--- src/rtl/seq_identifier_n.sv ---
// Serial bit-pattern detector: compares the newest len_q bits against a loaded reference.
// Optional saturating match counter is built only when SEQ_ID_CNT_EN is defined.
module seq_identifier_n #(
    parameter int SEQ_W = 8,
    parameter int CNT_W = 8,
    localparam int LEN_W = $clog2(SEQ_W) + 1
) (
    input  logic             clk_i,
    input  logic             rst_i,
    input  logic             enb_i,
    input  logic             bit_i,
    input  logic             load_i,
    input  logic [SEQ_W-1:0] ref_i,
    input  logic [LEN_W-1:0] len_i,
    input  logic             overlap_i,
    input  logic             cnt_clr_i,
    output logic             flag_o,
    output logic [CNT_W-1:0] match_cnt_o
);

    logic [SEQ_W-1:0] sr_q, sr_d;
    logic [SEQ_W-1:0] ref_q, ref_d;
    logic [LEN_W-1:0] len_q, len_d;
    logic [LEN_W-1:0] fill_q, fill_d;
    logic             flag_q, flag_d;

    logic [SEQ_W-1:0] sr_shift;
    logic [SEQ_W-1:0] len_mask;
    logic [LEN_W-1:0] fill_inc;
    logic             match;

    // The oldest shift-register bit falls off on every shift and never takes part in a compare.
    logic unused_sr_msb;
    assign unused_sr_msb = sr_q[SEQ_W-1];

    always_comb begin
        sr_d     = sr_q;
        ref_d    = ref_q;
        len_d    = len_q;
        fill_d   = fill_q;
        flag_d   = 1'b0;
        match    = 1'b0;
        sr_shift = {sr_q[SEQ_W-2:0], bit_i};
        fill_inc = (fill_q >= len_q) ? len_q : fill_q + LEN_W'(1);
        // len_q is always 1..SEQ_W, so the shift amount stays within 0..SEQ_W-1.
        len_mask = {SEQ_W{1'b1}} >> (SEQ_W - int'(len_q));

        if (load_i) begin
            ref_d  = ref_i;
            sr_d   = '0;
            fill_d = '0;
            if (len_i == '0) begin
                len_d = LEN_W'(1);
            end else if (len_i > LEN_W'(SEQ_W)) begin
                len_d = LEN_W'(SEQ_W);
            end else begin
                len_d = len_i;
            end
        end else if (enb_i) begin
            sr_d   = sr_shift;
            match  = (((sr_shift ^ ref_q) & len_mask) == '0) && (fill_inc >= len_q);
            fill_d = (match && !overlap_i) ? '0 : fill_inc;
            flag_d = match;
        end
    end

    always_ff @(posedge clk_i or posedge rst_i) begin
        if (rst_i) begin
            sr_q   <= '0;
            ref_q  <= '0;
            len_q  <= LEN_W'(SEQ_W);
            fill_q <= '0;
            flag_q <= 1'b0;
        end else begin
            sr_q   <= sr_d;
            ref_q  <= ref_d;
            len_q  <= len_d;
            fill_q <= fill_d;
            flag_q <= flag_d;
        end
    end

    assign flag_o = flag_q;

`ifdef SEQ_ID_CNT_EN
    logic [CNT_W-1:0] cnt_q, cnt_d;

    // Clear wins over a coincident match; the counter sticks at all-ones.
    always_comb begin
        cnt_d = cnt_q;
        if (cnt_clr_i) begin
            cnt_d = '0;
        end else if (match && (cnt_q != {CNT_W{1'b1}})) begin
            cnt_d = cnt_q + CNT_W'(1);
        end
    end

    always_ff @(posedge clk_i or posedge rst_i) begin
        if (rst_i) begin
            cnt_q <= '0;
        end else begin
            cnt_q <= cnt_d;
        end
    end

    assign match_cnt_o = cnt_q;
`else
    logic unused_cnt_clr;
    assign unused_cnt_clr = cnt_clr_i;
    assign match_cnt_o    = '0;
`endif

endmodule

--- config.mk ---
export PLATFORM = sky130hd
export DESIGN_NAME = seq_identifier_n
export DESIGN_NICKNAME = d
export VERILOG_FILES = /design/src/rtl/seq_identifier_n.sv
export SDC_FILE = /design/constraint.sdc
export NUM_CORES = 1
export LEC_CHECK = 0
export CAP_MARGIN = 20
export CORE_ASPECT_RATIO = 0.75
export CORE_MARGIN = 2
export CORE_UTILIZATION = 38
export DETAILED_ROUTE_END_ITERATION = 10
export SYNTH_ARGS = -nofsm -noshare
export SYNTH_HDL_FRONTEND = slang
export SYNTH_SLANG_ARGS = --single-unit
export TNS_END_PERCENT = 10
--- constraint.sdc ---
create_clock -name clk_i -period 10 [get_ports clk_i]
set_clock_uncertainty 0.1 [all_clocks]
set_input_delay 2 -clock clk_i [delete_from_list [all_inputs] [get_ports clk_i]]
set_output_delay 2 -clock clk_i [all_outputs]
set_load 0.02 [all_outputs]
---- Yosys cells after proc, flatten, opt, wreduce, memory -nomap -nowiden ----
Index checks and enable logic that the tools add are counted.
storage, ports and cells
  register bits after elaboration ......... 24
  bits of input ports ..................... 19
  output and inout port bits .............. 9
  word-level logic and storage cells ...... 29
operators by class
  add/sub/neg operators ................... 2
  $lt $le $gt $ge ......................... 3
  shift-type cells ........................ 1
  muxes and demuxes ....................... 10
  bitwise gates (word level) .............. 2
  reductions and logical operators ........ 6
operator list
  kind                    count
  $shr A8 B32 Y8 const A  1
  $mux W4                 6
  $mux W7                 2
  $and A8 B8 Y8           1
  $ge A4 B4 Y1            2
  $logic_not A8 Y1        1
  $xor A8 B8 Y8           1
  $sub A4 B4 Y5 const A   1
  $add A4 B1 Y4 const B   1
  $gt A4 B4 Y1 const B    1
  $logic_not A4 Y1        1
  $logic_and A1 B1 Y1     2
  $mux W1                 2
  $reduce_bool A2 Y1      1
  $logic_not A1 Y1        1

---- Logic depth before layout (Yosys ltp) ----
Gate-level depths: netlist of run 1.
  depth in word-level cells ............... 9
  gate-level depth with buffers ........... 14
  gate-level depth less buffers ........... 14

---- Least setup slack after synthesis of run 1 ----
No wires, ideal clock.
  path type ............................... input to register
  start point ............................. input bit_i
  end point ............................... register fill_q[1]
  setup time .............................. 136 ps
  data arrival time ....................... 3001 ps
  required time ........................... 9764 ps
  path slack .............................. 6763 ps
  stages .................................. 6
  buffers on the path ..................... 0
  cell sequence ........................... xnor2_1 > a21oi_1 > o21ai_0 > nand2_1 > a2111oi_4 > o31ai_1
on the way
  longest elaborated chain between the ends .. 8
ends and longest elaborated chain
  what                  RTL line  source
  from (decl)           11        input logic bit_i,
  $xor A8 B8 Y8         61        match = (((sr_shift ^ ref_q) & len_mask) == '0) && (fill_inc >= len_q);
  $and A8 B8 Y8         61
  $logic_not A8 Y1      61
  $logic_and A1 B1 Y1   61
  $logic_and A1 B1 Y1   62        fill_d = (match && !overlap_i) ? '0 : fill_inc;
  $mux W4               62
  $mux W4               59        end else if (enb_i) begin
  $mux W4               48        if (load_i) begin
  to (signal assigned)  78        fill_q <= fill_d;
  to (decl)             24        logic [LEN_W-1:0] fill_q, fill_d;
Every way passes these cells. The select of a mux whose other input is x is not followed.
A chain may end at the register's enable or synchronous reset.

---- Worst setup path after layout of run 1 ----
  start point ............................. input bit_i
  end point ............................... register fill_q[3]
The elaborated chain is that of the path after synthesis.

==> impl_metrics.json, run 1 <==
{
  "maxCapViolCount": 0,
  "hp-class": "reg2reg",
  "whs_path_depth": 1,
  "cts.sinks": 24,
  "crit_slowest_cell": "clkdlybuf4s50_1",
  "period_minus_slack_ps": 3613,
  "grt_overflow": 0,
  "area_growth_syn_to_layout_pct": 16.43,
  "grt.total_usage_pct": 13.94,
  "rr_startpoint": "len_q[0]",
  "synth_edf_count": 0,
  "num_rows": 19,
  "regArea_um2": 601.8,
  "status": "finished, final reports clean",
  "die_area_um2": 4493,
  "ys.flop_type": "dfrtp_1",
  "finalSetupTns_ps": 0,
  "async_flop_share_pct": 100.0,
  "cts_resized": 0,
  "min_from": "ref_q[1]",
  "route.final.wire_length_mm": 2.700,
  "post-route-util_pct": 47.03,
  "setup.worst_path.class": "in2reg",
  "critical_path.startpoint": "bit_i",
  "synth.largest_area_cell": "dfrtp_1",
  "dr.pass1.iters": 4,
  "place.gp.congestion": 0.8562,
  "ctsHoldBuffers": 0,
  "hold_viol": 0,
  "hpwl_mm": 2.147,
  "fmax_mhz": 276.8,
  "post-synth-top-area-fraction_pct": 38.17,
  "endpoint_kind": "flip-flop",
  "wl_per_cell_um": 12.56,
  "stdcell_area_um2": 1755,
  "fin_crit_sh_pct": 36.13,
  "maxSlewHeadroom_pct": 39.68,
  "fillCellCount": 353,
  "holdWs_ps": 433.2,
  "port_buffers": 18,
  "antenna_cells": 0,
  "via_per_inst": 4.833,
  "synth.top_cells.by_area": "dfrtp_1, ha_1, mux2i_1, mux2_2, buf_4",
  "final_nets": 193,
  "syn_avg_cell_area_um2": 10.33,
  "r2r_setup_slack_ps": 6470,
  "ant_nets": 0,
  "setup_viol": 0,
  "grt_pass1_vias": 1080,
  "cp.required_ps": 10040,
  "htree_levels": 1,
  "num_io_pins": 28,
  "leakagePower_nw": 0.8258,
  "syn-instance-count": 146,
  "synth_common_cells": "dfrtp_1, nor2_1, mux2i_1",
  "cts_tree": "yes",
  "startpoint_type": "input pin",
  "final_layout_size_suffix_gt1_share_pct": 11.04,
  "fin_ws_ps": 6387,
  "ys_seq_elements": 24,
  "ys_warn_count": 0,
  "cp_cell_sequence": "clkdlybuf4s50_1 -> xnor2_1 -> a21oi_1 -> o21ai_0 -> nand2_1 -> a2111oi_4 -> o31ai_1",
  "seq_area_frac_synth_pct": 39.92,
  "vias": 1039,
  "grt_max_degree": 25,
  "synth_cell_types": 31,
  "die_h_um": 58.55,
  "place_area_um2": 1700,
  "report.final.slew_viol_count": 0,
  "drtIter0Drc": 29,
  "dpl_worst_slack_ps": 6084,
  "grt_first_pass_wirelength_mm": 5.002,
  "initial_utilization_pct": 40.40,
  "multi_input_area_um2": 812.0,
  "antenna_found_initial": 0,
  "cts_setup_buffers": 0,
  "clk_path_buf_depth": 2,
  "rsz0062_at_grt": "false",
  "die_x_um": 76.74,
  "power_density_nw_per_um2": 148.6,
  "drc": 0,
  "slowest_delay_ps": 440,
  "cts-root-buf": "clkbuf_8",
  "worst_skew_pair.late_latency_ps": 270,
  "crit_fanout": 4,
  "core_um2": 3732,
  "worst_pin_slew_ps": 903.7,
  "hold_end": "ref_q[1]",
  "clk_pin_slew_worst_paths_ps": 80,
  "syn_area_um2": 1508,
  "cts_made_buffers": 3,
  "vdd_drop_max_mv": 0.09380,
  "synth.most_common_cell": "dfrtp_1",
  "critPathArrivalTime_ps": 3660,
  "r2r-end": "fill_q[3]",
  "r2r_cells": 13
}
## cells in the final DEF (no fill, tap or decap), types with 4 or more instances in the layout
| cell | count |
|---|---|
| clkdlybuf4s50_1 | 18 |
| nor2_1 | 12 |
| a21o_1 | 4 |
| dfrtp_1 | 23 |
| o31ai_1 | 4 |
| ha_1 | 10 |
| xnor2_1 | 6 |
| conb_1 | 8 |
| nand2_1 | 7 |
| mux2_2 | 8 |
| clkbuf_8 | 4 |
| a21oi_1 | 5 |
| inv_1 | 10 |
| nand2b_1 | 6 |
| mux2i_1 | 11 |
| o22ai_1 | 4 |
| xor2_1 | 4 |
## layout make-up
type / count / area share (%)
Clock buffer: 4 / 3.136
Inverter: 11 / 2.352
Multi-Input combinational cell: 106 / 46.26
Sequential cell: 24 / 34.28
Tap cell: 52 / 3.706
Timing Repair Buffer: 18 / 10.26
## where the power goes
part / switching (mW) / internal, mW / leakage (nW)
clock: 0.0305 / 0.0352 / 0.0288
combinational: 0.0426 / 0.0397 / 0.489
sequential: 0.00821 / 0.105 / 0.308
total: 0.0813 / 0.180 / 0.826
## flip-flops by register name, indices dropped and copies added, names as in the netlist
signal  count
ref_q       8
sr_q        7
fill_q      4
len_q       4
flag_o      1
## critical path: cells and delay by family
family                    cells  cell delay (ps)
AOI/OAI and AO/OA             4              820
xor gates and xnor gates      1              250
buffers and inverters         1              440
and+or+nand+nor               1              140
## kinds of logic (layout without fill, tap and decap cells)
group,Yosys count,in the layout,synth area share (%)
other,1,8,0.2487
muxes,19,19,13.28
DFF,24,24,39.92
adders and majority gates,10,10,8.299
xor gates and xnor gates,11,11,6.888
AOI/OAI and AO/OA,27,27,13.69
and+or+nand+nor,31,31,9.710
buffers and inverters,23,33,7.966
## worst max-delay path by stage
stage / endpoint / slack [ps] / cells after the start
2_1_floorplan: fill_q[1] / 6760 / 6
3_3_place_gp: fill_q[2] / 6100 / 7
3_5_place_dp: fill_q[1] / 6080 / 7
4_1_cts: fill_q[3] / 6370 / 7
5_1_grt: fill_q[1] / 6190 / 13
6_report: fill_q[3] / 6390 / 7
## metrics by stage
step,power [mW],cells
finish,0.2608,215
global placement,0.1944,211
floorplan,0.1780,153
CTS,0.2637,215
detailed placement,0.1969,211
global route,0.2798,215
## per-layer routing
metal / up-vias / global-route usage, % / part of all wire (%)
met4: 0 / 3.377 / 0.56
met5: - / 0 / 0
met2: 24 / 21.43 / 42
li1: 526 / - / -
met1: 486 / 19.50 / 52
met3: 3 / 4.141 / 5.4
Note: power is estimated with default switching activity, not from simulation.
==> inputs of run 2 (changes only) <==
- clock period: 10 -> 3 ns (I/O delays scaled with it)
==> run 2 against run 1 <==
Clock power grew to 4.5 times the previous value. Via count grew 3.8%. Die area is the same. Power grew to 3.9 times the previous value. Largest cell class unchanged. Combinational power grew to 4.4 times the previous value. Global-route usage grew 1.3 points. First-iteration DRC count grew 24%. Critical path depth grew 6. Wire length grew 8.7%. Cell area grew 9.0%.
==> impl_metrics.json, run 2 (same netlist as run 1, synthesis figures left out) <==
{
  "place_area_um2": 1795,
  "rr_startpoint": "len_q[0]",
  "antenna_cells": 0,
  "mostFrequentLayoutCells": "dfrtp_1, clkdlybuf4s50_1, buf_4",
  "hold_end": "len_q[3]",
  "die_x_um": 76.74,
  "rsz0062_at_grt": "true",
  "drtIter0Drc": 36,
  "period_minus_slack_ps": 2962,
  "ant_nets": 0,
  "htree_levels": 1,
  "power_density_nw_per_um2": 534.2,
  "crit_fanout": 4,
  "critPathArrivalTime_ps": 3050,
  "via_per_inst": 4.732,
  "maxSlewHeadroom_pct": 54.22,
  "port_buffers": 18,
  "ctsHoldBuffers": 0,
  "worst_skew_pair.late_latency_ps": 270,
  "worst_pin_slew_ps": 684.6,
  "setup.worst_path.class": "reg2reg",
  "max_flop_register": "ref_q",
  "maxCapViolCount": 0,
  "r2r_cells": 13,
  "initial_utilization_pct": 40.40,
  "place.gp.congestion": 0.8284,
  "num_rows": 19,
  "fin_cells": 228,
  "largest_reg_flops": 8,
  "grt_pass1_vias": 1165,
  "drc": 0,
  "die_area_um2": 4493,
  "cp.required_ps": 3090,
  "setup_viol": 0,
  "dr.pass1.iters": 4,
  "fillCellCount": 345,
  "num_io_pins": 28,
  "r2r_setup_slack_ps": 40,
  "grt_first_pass_wirelength_mm": 5.368,
  "stdcell_area_um2": 1913,
  "antenna_found_initial": 0,
  "report.final.slew_viol_count": 0,
  "endpoint_kind": "flip-flop",
  "fin_crit_sh_pct": 98.72,
  "cts.sinks": 24,
  "cts-root-buf": "clkbuf_8",
  "min_from": "len_q[3]",
  "startpoint_type": "flip-flop",
  "cts_tree": "yes",
  "grt_overflow": 0,
  "clk_pin_slew_worst_paths_ps": 90,
  "status": "finished, final reports clean",
  "clk_path_buf_depth": 2,
  "core_um2": 3732,
  "multi_input_area_um2": 854.6,
  "whs_path_depth": 2,
  "die_h_um": 58.55,
  "final_layout_size_suffix_gt1_share_pct": 21.59,
  "cts_made_buffers": 3,
  "vias": 1079,
  "regArea_um2": 603.1,
  "hp-class": "reg2reg",
  "vdd_drop_max_mv": 0.2507,
  "leakagePower_nw": 0.9055,
  "total_power_mw": 1.022,
  "r2r-end": "fill_q[3]",
  "route.final.wire_length_mm": 2.936,
  "final_nets": 206,
  "place_inst": 223,
  "grt_max_degree": 25,
  "grt.total_usage_pct": 15.23,
  "largest_registers": "ref_q (8), sr_q (7)",
  "final_common_cell": "dfrtp_1",
  "hpwl_mm": 2.228,
  "fmax_mhz": 337.6,
  "area_growth_syn_to_layout_pct": 26.89,
  "wl_per_cell_um": 12.88,
  "hold_viol": 0
}
==> run 2: cell count changes in the layout (fill, tap and decap cells not counted), sizes merged <==
| cell | before | now |
|---|---|---|
| buf | 0 | 13 |
| bufinv | 0 | 1 |
| clkbuf | 4 | 3 |
==> run 2: power by group <==
part / total [mW] / leakage [nW] / internal [mW] / switching, mW
logic: 0.361 / 0.563 / 0.192 / 0.169
registers: 0.369 / 0.307 / 0.349 / 0.0198
clock network: 0.292 / 0.0357 / 0.179 / 0.113
total: 1.02 / 0.906 / 0.720 / 0.302
==> run 2: routing by layer <==
layer	share of wire (%)	routed length, um	vias to the layer above	GRT usage, %
met3	4.5	131	5	3.681
met1	49	1430	503	19.73
met5	0	0	-	0
li1	-	-	547	-
met4	1.9	56	0	6.234
met2	45	1317	24	24.94
==> run 2: timing repair <==
action                                  CTS  global route
pin swaps                                12             5
endpoints found under the setup margin    5             5
gates resized for setup                   4             2
setup buffers                             1             0
==> run 2: how the worst max path moves through the flow <==
stage,startpoint,end,cells past startpoint,slack [ps]
3_5_place_dp,len_q[0],fill_q[1],13,-140
5_1_grt,fill_q[0],fill_q[3],14,-180
2_1_floorplan,len_q[0],fill_q[1],13,-20
4_1_cts,len_q[0],fill_q[0],13,-10
3_3_place_gp,fill_q[0],fill_q[1],14,-80
6_report,len_q[0],fill_q[3],13,40
==> run 2: final cells by class <==
| cell class | instances | area share [%] |
|---|---|---|
| Tap cell | 52 | 3.401 |
| Sequential cell | 24 | 31.52 |
| Clock inverter | 1 | 1.570 |
| Multi-Input combinational cell | 106 | 44.67 |
| Clock buffer | 3 | 2.158 |
| Inverter | 11 | 2.158 |
| Timing Repair Buffer | 31 | 14.52 |
==> run 2: stage by stage <==
| stage | TNS (ps) | hold slack, ps | util, % | setup WS [ps] |
|---|---|---|---|---|
| after detailed placement | -555.3 | 423.2 | 48.11 | -136.3 |
| final | 0 | 435.0 | 51.26 | 38.32 |
| after global routing | -609.7 | 457.9 | 51.26 | -177.0 |
| after CTS | -12.44 | 439.9 | 50.96 | -12.44 |
| after global placement | -319.1 | 415.8 | 48.11 | -75.53 |
| after floorplan | -53.42 | 395.4 | - | -16.18 |
==> run 2: critical path, cell delays in order, from the launching register on <==
cell and delay (ps):
dfrtp_2 440, ha_4 230, nand2b_4 130, a21o_1 150, a21o_1 180, a21oi_4 170, mux2i_2 260, ha_1 260
nand2b_4 130, a21o_1 150, a21o_1 180, a21oi_4 170, a2111oi_4 70, o31ai_1 240
